===== src/rtl/timer_periph.sv =====
// Memory-mapped timer / SysTick peripheral on the MEM-stage data bus.
// Optional TL prescaler is enabled with `define TIMER_PRESCALE_EN.
module timer_periph #(
   parameter logic [31:0] BASE_ADDR = 32'h4000_0000,
   parameter int          PRESCALE  = 1
) (
   input  logic        clk,
   input  logic        rst,
   input  logic        MemRd,
   input  logic        MemWr,
   input  logic [31:0] Addr,
   input  logic [31:0] WrData,
   output logic [31:0] RdData,
   output logic        Hit,
   output logic        IRQ,
   output logic [31:0] SysTick
);

   localparam logic [31:0] ADDR_TH   = BASE_ADDR + 32'h0000_0000;
   localparam logic [31:0] ADDR_TL   = BASE_ADDR + 32'h0000_0004;
   localparam logic [31:0] ADDR_TCON = BASE_ADDR + 32'h0000_0008;
   localparam logic [31:0] ADDR_ST   = BASE_ADDR + 32'h0000_0014;

   if (PRESCALE < 1 || PRESCALE > 65535) begin : g_bad_prescale
      $error("timer_periph: PRESCALE must be in 1..65535");
   end

   logic [31:0] th_r;
   logic [31:0] tl_r;
   logic [2:0]  tcon_r;
   logic [31:0] systick_r;

   logic        sel_th_s;
   logic        sel_tl_s;
   logic        sel_tcon_s;
   logic        sel_st_s;
   logic [31:0] rd_sel_s;
   logic        wr_th_s;
   logic        wr_tl_s;
   logic        wr_tcon_s;
   logic        tick_s;
   logic        ovf_s;
   logic        irq_set_s;

   // Exact-match address decode and zero-latency read mux
   always_comb begin
      sel_th_s   = 1'b0;
      sel_tl_s   = 1'b0;
      sel_tcon_s = 1'b0;
      sel_st_s   = 1'b0;
      rd_sel_s   = 32'h0000_0000;
      case (Addr)
         ADDR_TH: begin
            sel_th_s = 1'b1;
            rd_sel_s = th_r;
         end
         ADDR_TL: begin
            sel_tl_s = 1'b1;
            rd_sel_s = tl_r;
         end
         ADDR_TCON: begin
            sel_tcon_s = 1'b1;
            rd_sel_s   = {29'd0, tcon_r};
         end
         ADDR_ST: begin
            sel_st_s = 1'b1;
            rd_sel_s = systick_r;
         end
         default: begin
            rd_sel_s = 32'h0000_0000;
         end
      endcase
      Hit = sel_th_s | sel_tl_s | sel_tcon_s | sel_st_s;
      if (MemRd && Hit) begin
         RdData = rd_sel_s;
      end else begin
         RdData = 32'h0000_0000;
      end
   end

   // Write strobes, overflow detection and IRQ set qualification
   always_comb begin
      wr_th_s   = MemWr & sel_th_s;
      wr_tl_s   = MemWr & sel_tl_s;
      wr_tcon_s = MemWr & sel_tcon_s;
      ovf_s     = tcon_r[0] & tick_s & (tl_r == 32'hFFFF_FFFF);
      // A bus write to TL pre-empts the overflow, so it cannot raise the IRQ
      irq_set_s = ovf_s & tcon_r[1] & ~wr_tl_s;
   end

`ifdef TIMER_PRESCALE_EN
   localparam logic [15:0] PS_LAST = 16'(PRESCALE - 1);

   logic [15:0] ps_r;

   // Prescale counter; restarts whenever the timer is disabled or TL is rewritten
   always_ff @(posedge clk) begin
      if (rst) begin
         ps_r <= 16'd0;
      end else if (!tcon_r[0] || wr_tl_s) begin
         ps_r <= 16'd0;
      end else if (ps_r == PS_LAST) begin
         ps_r <= 16'd0;
      end else begin
         ps_r <= ps_r + 16'd1;
      end
   end

   // TL advances only on the last prescale count
   always_comb begin
      tick_s = (ps_r == PS_LAST);
   end
`else
   // Without the prescaler TL may advance every cycle
   always_comb begin
      tick_s = 1'b1;
   end
`endif

   // Register file, timer counter and free-running SysTick
   always_ff @(posedge clk) begin
      if (rst) begin
         th_r      <= 32'h0000_0000;
         tl_r      <= 32'h0000_0000;
         tcon_r    <= 3'b000;
         systick_r <= 32'h0000_0000;
      end else begin
         systick_r <= systick_r + 32'd1;
         if (wr_th_s) begin
            th_r <= WrData;
         end
         // Reload uses the TH value from before any same-cycle TH write
         if (wr_tl_s) begin
            tl_r <= WrData;
         end else if (tcon_r[0] && tick_s) begin
            tl_r <= ovf_s ? th_r : tl_r + 32'd1;
         end
         if (wr_tcon_s) begin
            tcon_r[1:0] <= WrData[1:0];
         end
         // Hardware set beats software write-1-to-clear
         if (irq_set_s) begin
            tcon_r[2] <= 1'b1;
         end else if (wr_tcon_s && WrData[2]) begin
            tcon_r[2] <= 1'b0;
         end
      end
   end

   assign IRQ     = tcon_r[2];
   assign SysTick = systick_r;

endmodule


===== config.mk =====
export PLATFORM = sky130hd
export DESIGN_NAME = timer_periph
export DESIGN_NICKNAME = d
export VERILOG_FILES = /design/src/rtl/timer_periph.sv
export SDC_FILE = /design/constraint.sdc
export NUM_CORES = 1
export LEC_CHECK = 0
export ABC_AREA = 1
export CAP_MARGIN = 10
export CELL_PAD_IN_SITES_DETAIL_PLACEMENT = 0
export CELL_PAD_IN_SITES_GLOBAL_PLACEMENT = 1
export CORE_ASPECT_RATIO = 0.6
export CORE_MARGIN = 8
export CORE_UTILIZATION = 36
export DETAILED_ROUTE_END_ITERATION = 10
export GPL_TIMING_DRIVEN = 0
export PLACE_DENSITY = 0.91
export SLEW_MARGIN = 0
export SYNTH_ARGS = -nofsm -noshare
export SYNTH_HDL_FRONTEND = slang
export SYNTH_SLANG_ARGS = --single-unit

===== constraint.sdc =====
create_clock -name clk -period 2 [get_ports clk]
set_input_delay 0.2 -clock clk [delete_from_list [all_inputs] [get_ports clk]]
set_output_delay 0.2 -clock clk [all_outputs]
set_load 0.01 [all_outputs]

==> impl_metrics.py <==
metrics = {
    "clock_network": {
        "root_buffer": "clkbuf_16",
        "clk_latency_ns": 0.36,
        "clockBufferDepth": 2,
        "tritoncts": "done",
        "cts.sinks": 99,
        "clk_pin_slew_ns": 0.08,
        "postCtsHoldBufs": 0,
        "numCtsBuffers": 9,
        "h-tree-depth": 3,
    },
    "yosys": {
        "yosys.area.top_type_share_pct": 28.82,
        "ys_types": 36,
        "synth_area_sq_mm": 0.006877,
        "yosysSeqAreaShare_pct": 28.82,
        "syn-num-nets": 1251,
        "yosys_warnings": 0,
        "synth-edff-count": 0,
        "yosys_most_used_dff": "dfxtp_1",
        "postSynthAreaPerCell_sq_um": 5.823,
        "syn_inst": 1181,
        "ys_ff_latch": 99,
        "synth_async_sr_flop_share_pct": 0,
        "synth_area_leader_cell": "dfxtp_1",
        "synth_area_leaders": "dfxtp_1, nand2_1, nor2_1, nand3_1, a21oi_1",
    },
    "detailed_routing": {
        "drt_first_iter_violations": 1135,
        "ant_nets": 0,
        "drc": 0,
        "drt_wl_total_microns": 30330,
        "via_count": 8731,
        "wire_per_inst_microns": 18.60,
        "viasPerCell": 5.356,
        "drtPass1Iterations": 5,
    },
    "worst_setup_path": {
        "cpPeakStageDelay_ns": 0.26,
        "worstReg2RegStart": "SysTick[0]",
        "r2r_end": "SysTick[30]",
        "worst-path-stages": 12,
        "crit_path_max_fanout": 5,
        "reg2reg_setup_slack_ns": 0.07,
        "worstPathCellList": "clkdlybuf4s15_1 > nand2_2 > nor2_4 > nand3_4 > nor2_4 > buf_6 > buf_6 > nand2_2 > nand2_1 > a21oi_1 > nor2_1 > buf_2",
        "crit_path_end": "RdData[31]",
        "cp_slowest_cell": "nor2_4",
        "end_kind": "output pin",
        "crit_path_start_kind": "primary input",
        "critPathKind": "primary input to output pin",
        "crit_arrival_ns": 1.78,
        "ff2ff_path_depth": 8,
        "cpLargestDelayFamily": "simple AND/OR/NAND/NOR gates",
        "critPathLaunch": "Addr[2]",
        "worst-path-buf-inv": 4,
        "cp.required_ns": 1.80,
    },
    "power": {
        "p_per_area_mw_per_mm2": 430.9,
        "ir_drop_mv": 0.4034,
        "total_power_w": 0.004221,
        "cellLeakagePower_nw": 3.824,
    },
    "min_path": {
        "hold_depth": 1,
        "min_path_type": "register to register",
    },
    "timing": {
        "finalSetupViolations": 0,
        "rsz0062_at_grt": "yes",
        "fin_worst_skew_ns": 0.01375,
        "final.min_clock_period_ns": 1.979,
        "slew_headroom_pct": 47.86,
        "hold_ws_ns": 0.4751,
        "hold_viol_final": 0,
        "final_max_slew_viol_count": 0,
        "layout_worst_path_cycle_share_pct": 98.93,
        "worst_pin_slew_ns": 0.7820,
        "fmax_mhz": 505.4,
    },
    "grt": {
        "grt_max_degree": 19,
        "grt_pass1_wl_microns": 45620,
        "globalRouteOverflowTotal": 0,
        "antenna_found_initial": 0,
        "grt_usage_pct": 24.25,
        "grt_pass1_vias": 7866,
    },
    "die": {
        "start_util_pct": 36.41,
        "core_area_sq_mm": 0.01888,
        "die-area_sq_mm": 0.02393,
        "std_cell_rows": 39,
        "die_y_microns": 123.1,
        "ios": 134,
        "chipWidth_microns": 194.4,
    },
    "finish": {
        "fin_util_pct": 51.88,
        "layout-drive-gt1-share_pct": 23.84,
        "diodes": 0,
        "fin_area_sq_mm": 0.009797,
        "area_delta_synth_final_pct": 42.47,
        "finalNetCount": 1449,
    },
    "placement": {
        "dpl_cell_area_sq_mm": 0.008506,
        "dp_hpwl_microns": 22460,
        "io_buffers": 132,
        "place.gp.congestion": 0.9783,
    },
    "job": {
        "maxCapViolCount": 0,
    },
    "outcome": {
        "outcome": "completed",
    },
}
## metrics by stage
stage	worst slack [ns]	setup TNS, ns	instances
2_1_floorplan	0.3153	0	1181
3_5_place_dp	-1.090	-53.51	1559
6_report	0.02148	0	1630
5_1_grt	-0.06448	-0.3241	1630
4_1_cts	-0.002207	-0.003953	1607
3_3_place_gp	-1.041	-50.77	1559
## placed cells by master, fill, tap and decap left out, types with 39 or more instances in the layout
| cell | count |
|---|---|
| buf_4 | 44 |
| o21ai_0 | 48 |
| clkdlybuf4s50_1 | 68 |
| buf_2 | 52 |
| a21oi_1 | 90 |
| nand3_1 | 103 |
| nand2_1 | 262 |
| inv_1 | 105 |
| dfxtp_1 | 69 |
| nor2_1 | 200 |
| nand4_1 | 39 |
## how the worst min path moves through the flow
stage,startpoint,to,slack (ns)
final,SysTick[0],SysTick[0],0.48
after global routing,th_r[18],th_r[18],0.50
after CTS,tcon_r[1],tcon_r[1],0.47
after detailed placement,tcon_r[1],tcon_r[1],0.46
after global placement,tcon_r[1],tcon_r[1],0.46
after floorplan,WrData[1],tcon_r[1],0.39
## cell families (layout without fill, tap and decap cells)
kind of cell	count (synthesis)	after routing	synth area share [%]
and+or+nand+nor	737	738	46.80
xor gates and xnor gates	17	17	2.165
AOI/OAI and AO/OA	156	156	11.66
adders and majority gates	2	2	0.3638
DFF	99	99	28.82
buffers and inverters	170	372	10.19
## area by class of cell
type,count,area (sq um)
multi-input combinational,913,4671
timing repair buffer,188,1673
clock buffer,9,225.2
fill,1913,9087
inverter,118,452.9
tap,246,307.8
buffer,50,356.6
sequential,99,2032
clock inverter,7,78.83
## Yosys cell counts (2+ instances only)
master and count:
buf_4 4, inv_1 111, nor2_2 5, nor2_1 231
or2_2 10, xnor2_1 6, o21ai_0 48, buf_1 6
nor3_1 16, nand3b_1 4, nand2_1 297, buf_2 20
xor2_1 11, nand3_1 112, nor2_4 6, buf_6 3
o21ai_1 6, dfxtp_1 99, a21oi_1 96, o21a_1 3
ha_1 2, nand3_2 6, inv_2 7, clkbuf_1 19
nand2_2 4, nand4_1 39
## where the power goes
group | internal, W | switching [W]
combinational | 0.000167 | 0.000178
sequential | 0.00197 | 0.00000897
clock | 0.000992 | 0.000907
## layer usage
| layer | vias up | global-route usage [%] | share of wire [%] |
|---|---|---|---|
| met1 | 4027 | 36.04 | 47 |
| met4 | 0 | 4.941 | 1.7 |
| li1 | 4195 | - | - |
| met5 | - | 0 | 0 |
| met2 | 471 | 34.19 | 39 |
| met3 | 38 | 6.578 | 12 |
## state kept, by name, indices dropped and copies added (netlist names)
signal / flops
SysTick: 32
tcon_r: 3
th_r: 32
tl_r: 32
## worst reg2reg max path, delay by kind of cell, from the launching register on
| kind | cells | cell delay, ns |
|---|---|---|
| AO/OA/AOI/OAI | 1 | 0.12 |
| adder cells (fa/ha/maj) | 1 | 0.22 |
| AND/OR/NAND/NOR | 6 | 1.12 |
| flip-flops | 1 | 0.39 |
## timing repair
action                     CTS  global route
pin swaps                   42            53
setup endpoints to repair   64           105
setup buffers               30            18
resized for setup          322           171
gates cloned                 4             6
Note: power is estimated with default switching activity, not from simulation.
